[config.mk]
export PLATFORM = sky130hd
export DESIGN_NAME = risc_core_hs
export DESIGN_NICKNAME = d
export VERILOG_FILES = /design/src/rtl/risc_core_hs.sv
export SDC_FILE = /design/constraint.sdc
export NUM_CORES = 1
export LEC_CHECK = 0
export ABC_AREA = 0
export ABC_CLOCK_PERIOD_IN_PS = 2700
export BUFFER_PORTS_ARGS = -buffer_cell sky130_fd_sc_hd__buf_2
export CAP_MARGIN = 15
export CORE_AREA = 2 2 102 65
export CTS_BUF_LIST = sky130_fd_sc_hd__clkbuf_4 sky130_fd_sc_hd__clkbuf_8
export CTS_CLUSTER_SIZE = 25
export DETAILED_ROUTE_END_ITERATION = 10
export DIE_AREA = 0 0 104 67
export PLACE_DENSITY = 0.75
export SLEW_MARGIN = 10
export SYNTH_ARGS = -nofsm -noshare
export SYNTH_HDL_FRONTEND = slang
export SYNTH_SLANG_ARGS = --single-unit
[constraint.sdc]
create_clock -name clk -period 2.7 [get_ports clk]
set_clock_uncertainty 0.15 [all_clocks]
set_input_delay 0.405 -clock clk [delete_from_list [all_inputs] [get_ports clk]]
set_output_delay 0.405 -clock clk [all_outputs]
set_load 0.01 [all_outputs]
[src/rtl/risc_core_hs.sv]
// Accumulator RISC core (HLT/SKZ/ADD/AND/XOR/LDA/STO/JMP) with a state-driven
// controller and a req/ack handshake to a shared instruction/data memory.
module risc_core_hs #(
    parameter int unsigned         DWIDTH = 8,
    parameter int unsigned         AWIDTH = 5,
    parameter int unsigned         CWIDTH = 16,
    parameter logic [AWIDTH-1:0]   RST_PC = '0
) (
    input  logic              clk,
    input  logic              rst,
    input  logic              run,
    output logic              mem_req,
    output logic              mem_we,
    output logic [AWIDTH-1:0] mem_addr,
    output logic [DWIDTH-1:0] mem_wdata,
    input  logic [DWIDTH-1:0] mem_rdata,
    input  logic              mem_ack,
    output logic              halt,
    output logic [AWIDTH-1:0] pc,
    output logic [DWIDTH-1:0] ac,
    output logic [CWIDTH-1:0] instr_cnt
);

    typedef enum logic [2:0] {
        S_FETCH,
        S_DECODE,
        S_MREAD,
        S_MWRITE,
        S_HALTED
    } state_t;

    typedef enum logic [2:0] {
        OP_HLT = 3'd0,
        OP_SKZ = 3'd1,
        OP_ADD = 3'd2,
        OP_AND = 3'd3,
        OP_XOR = 3'd4,
        OP_LDA = 3'd5,
        OP_STO = 3'd6,
        OP_JMP = 3'd7
    } opcode_t;

    state_t              state;
    logic [DWIDTH-1:0]   ir;
    opcode_t             opcode;
    logic [AWIDTH-1:0]   ir_addr;
    logic [CWIDTH-1:0]   cnt_next;

    assign opcode   = opcode_t'(ir[2:0]);
    assign ir_addr  = ir[AWIDTH+2:3];
    assign cnt_next = instr_cnt + CWIDTH'(1);

    // Upper instruction bits beyond the operand field carry no meaning.
    if (DWIDTH > AWIDTH + 3) begin : g_ir_hi
        logic unused_ir_hi;
        assign unused_ir_hi = ^ir[DWIDTH-1:AWIDTH+3];
    end

    // Bus controls are pure decodes of the state so they hold steady while waiting for ack.
    always_comb begin
        mem_req  = 1'b0;
        mem_we   = 1'b0;
        mem_addr = pc;
        case (state)
            S_FETCH: begin
                mem_req  = 1'b1;
                mem_addr = pc;
            end
            S_MREAD: begin
                mem_req  = 1'b1;
                mem_addr = ir_addr;
            end
            S_MWRITE: begin
                mem_req  = 1'b1;
                mem_we   = 1'b1;
                mem_addr = ir_addr;
            end
            default: ;
        endcase
    end

    assign mem_wdata = ac;
    assign halt      = (state == S_HALTED);

    always_ff @(posedge clk) begin
        if (rst) begin
            state     <= S_FETCH;
            pc        <= RST_PC;
            ac        <= '0;
            ir        <= '0;
            instr_cnt <= '0;
        end else begin
            case (state)
                S_FETCH: begin
                    if (mem_ack) begin
                        ir    <= mem_rdata;
                        pc    <= pc + AWIDTH'(1);
                        state <= S_DECODE;
                    end
                end
                S_DECODE: begin
                    case (opcode)
                        OP_HLT: begin
                            instr_cnt <= cnt_next;
                            state     <= S_HALTED;
                        end
                        OP_SKZ: begin
                            if (ac == '0)
                                pc <= pc + AWIDTH'(1);
                            instr_cnt <= cnt_next;
                            state     <= S_FETCH;
                        end
                        OP_JMP: begin
                            pc        <= ir_addr;
                            instr_cnt <= cnt_next;
                            state     <= S_FETCH;
                        end
                        OP_STO:  state <= S_MWRITE;
                        default: state <= S_MREAD;
                    endcase
                end
                S_MREAD: begin
                    if (mem_ack) begin
                        case (opcode)
                            OP_ADD:  ac <= ac + mem_rdata;
                            OP_AND:  ac <= ac & mem_rdata;
                            OP_XOR:  ac <= ac ^ mem_rdata;
                            OP_LDA:  ac <= mem_rdata;
                            default: ac <= ac;
                        endcase
                        instr_cnt <= cnt_next;
                        state     <= S_FETCH;
                    end
                end
                S_MWRITE: begin
                    if (mem_ack) begin
                        instr_cnt <= cnt_next;
                        state     <= S_FETCH;
                    end
                end
                S_HALTED: begin
                    if (run)
                        state <= S_FETCH;
                end
                default: state <= S_FETCH;
            endcase
        end
    end

endmodule

==> metrics.txt <==
power per cell area=between 400 and 500 mW/mm2; clk buf depth=2; die footprint=~0.007 mm2; Post-Place Cells=between 400 and 500; Post-Syn Area per Cell=a little over 8 um2; Reg clk slew, reported paths=80 ps; leakage power total=roughly 1.3 nW; hold path cells=3; clock sinks=40; Peak supply drop=roughly 0.31 mV; initial DRC count=around 230; RR Startpoint=ac[6]$_SDFFE_PP0P_; GRT Total Usage=between 20% and 30%; DP Wirelength=~5500 um; CP Data Required Time=between 2000 and 3000 ps; cts bufs inserted=5; CP startpoint kind=flop; total grt overflow=0; worst reg2reg path endpoint=ac[6]$_SDFFE_PP0P_; max cap viols=0; core area=between 0.005 and 0.006 mm2; post-route cell area=0.00307 mm2; Setup CP Type=reg2reg; Worst-Margin Slew=805 ps; RSZ-0062 raised after global routing=no; setup tns final=0 ps; Yosys reg bits=40; r2r setup slk=around 210 ps; Util after Layout=51.6%; final period utilization=92.1%; vias in the first global route=2444; CTS HTree Levels=2; Post-Synth XOR/XNOR Area=under 10%; Yosys top cell by area=dfxtp_1; Placed Area=0.00296 mm2; overall die width=around 100 um; Post-Synth Adder-Cell Area=roughly 5.9%; Initial Util=44.9%; post-layout min period=about 2500 ps; fin. max-slew vios=0; share of layout cells above drive strength 1=23.3%; layout net count=approximately 400; yosys warns=0; die height=67 um; sink of the worst hold path=ir[5]$_SDFFE_PP0P_; initial antenna violation count=0; largest family of logic cells by synthesized area=simple AND/OR/NAND/NOR gates; CTS tree=done; Yosys top cell area share=a little under a third; FFs w/ async S/R, synth=0%; Simple-Gate Fraction of Synth Area=about 27%; Non-Filler Instances=around 460; Yosys cell types=62; final WL=7420 um; EDFF count, synth=0; Syn Inst Count=about 330; DR WL/cell=approximately 16 um; post-CTS sizing=0; antenna cells=0; clock latency on the worst-skew pair=290 ps; Area Overhead vs Synth=14.9%; register area share after synthesis=a little under a third; Worst Path Arrival=around 2500 ps; Synth area leaders=dfxtp_1 (30%), a21oi_1 (5.3%), ha_1 (5.2%); highest clock rate=approximately 400 MHz; largest net degree at the start of global routing=38; global-route wire length before repair=12000 um; Syn Nets=~360; status=complete, no violations; setup repair bufs after CTS=0; Setup crit start=ac[6]$_SDFFE_PP0P_; Routed Antenna Nets=0; Slew HR=46.3%; Setup violations, final=0; Port-buffer cells=56; TritonRoute pass-1 iters=6; final hold viol count=0; drt drc=0; mux cell area share after synthesis=4.45%; Via density=5.90; Rows=22; total number of vias=between 2000 and 3000; Synth Area in Compound Gates=between 20% and 30%; CP max FO=9; number of top-level pins=57; Root Driver=clkbuf_8; ys flop type=dfxtp_1; Hold Buf Count CTS=0; Worst Setup End Kind=flop; hold_ws=237 ps; worst min-delay path category=in2reg; hold_sp=mem_rdata[5]; Synth Cell Area=approximately 0.0027 mm2; worst r2r path cells=6; final RePlAce weighted congestion=about 0.9
[where the power goes]
group | internal [mW] | switching (mW) | leakage, nW
clock | 0.285 | 0.203 | 0.0586
combinational | 0.103 | 0.164 | 0.885
sequential | 0.610 | 0.0306 | 0.324
[sequential cells by signal, summed over array words and instances (netlist names)]
signal / cells
pc: 5
state: 3
ac: 8
instr_cnt: 16
ir: 8
[logic make-up (layout without fill, tap and decap cells)]
group           Yosys count  count (layout)
mux                      11              11
buf+inv                  34              76
fa+ha+maj                12              12
simple gates            138             138
compound gates           80              80
flops                    40              40
xor+xnor                 16              16
[metrics by stage]
stage / worst slack (ps) / power (mW)
3_5_place_dp: 174 / 0.914
5_1_grt: 216 / 1.46
6_report: 215 / 1.39
3_3_place_gp: 364 / 0.903
2_1_floorplan: 520 / 0.835
4_1_cts: 328 / 1.40
[final cells by class]
class / count / area (um2)
sequential: 40 / 801
clock buffer: 6 / 76.3
inverter: 3 / 11.3
tap: 84 / 105
multi-input combinational: 257 / 1690
timing repair buffer: 65 / 348
fill: 598 / 2880
clock inverter: 2 / 35.0
[cells in the mapped netlist (all sizes together) (2+ instances only)]
cell type,instances
o21ai,15
nor4b,2
nor3,6
xor2,7
buf,14
mux2,7
nor3b,3
o211ai,6
nor4,10
inv,3
mux2i,4
o41ai,2
dfxtp,40
and2,2
a311oi,2
nand3,16
nand4,5
xnor2,9
o31ai,2
clkbuf,17
a21oi,28
nor2b,7
nor2,32
ha,11
a21o,2
nand2b,2
a31oi,2
a32o,4
a211o,2
or3,5
a22o,3
and3,2
a211oi,4
nand2,34
and4,3
and2b,2
[critical path, stage by stage, from the launching register on]
cell       delay [ps]
dfxtp_1           410
ha_1              350
nor4b_1           190
a2111oi_0         610
a31oi_1           220
a311oi_1          320
a21oi_1           110
[routing by layer]
layer	share of wire, %	GRT usage, %	vias up
li1	-	-	1290
met1	49	31.6	1264
met2	42	32.7	139
met3	8.8	4.11	4
met4	0.19	2.70	0
met5	0	0	-
[cell usage in the layout (no fill, tap or decap), types with 2 or more instances in the layout]
cell / Yosys / routed
a211o_1: 2 / 2
a211oi_1: 4 / 4
a21oi_1: 28 / 28
a22o_1: 3 / 3
a31oi_1: 2 / 2
a32o_1: 4 / 4
and2_1: 2 / 2
and2b_1: 2 / 2
and3_1: 2 / 2
and4_1: 3 / 3
buf_2: 3 / 56
buf_4: 8 / 9
clkbuf_8: 0 / 5
dfxtp_1: 40 / 40
ha_1: 11 / 11
inv_1: 3 / 3
mux2_2: 7 / 7
mux2i_1: 4 / 4
nand2_1: 33 / 33
nand2b_1: 2 / 2
nand3_1: 16 / 16
nand4_1: 5 / 5
nor2_1: 32 / 32
nor2b_1: 7 / 7
nor3_1: 6 / 6
nor3b_1: 3 / 3
nor4_1: 10 / 10
o211ai_1: 5 / 5
o21ai_0: 14 / 14
o31ai_1: 2 / 2
o41ai_1: 2 / 2
or3_1: 5 / 5
xnor2_1: 9 / 9
xor2_1: 7 / 7
[how the worst max path moves through the flow]
stage                              end  cells past startpoint
floorplan           ac[5]$_SDFFE_PP0P_                      6
finish              ac[6]$_SDFFE_PP0P_                      6
global placement    ac[5]$_SDFFE_PP0P_                      7
global route        ac[6]$_SDFFE_PP0P_                      6
CTS                 ac[6]$_SDFFE_PP0P_                      6
detailed placement  ac[6]$_SDFFE_PP0P_                      7
Power figures use the tool's default switching activity.
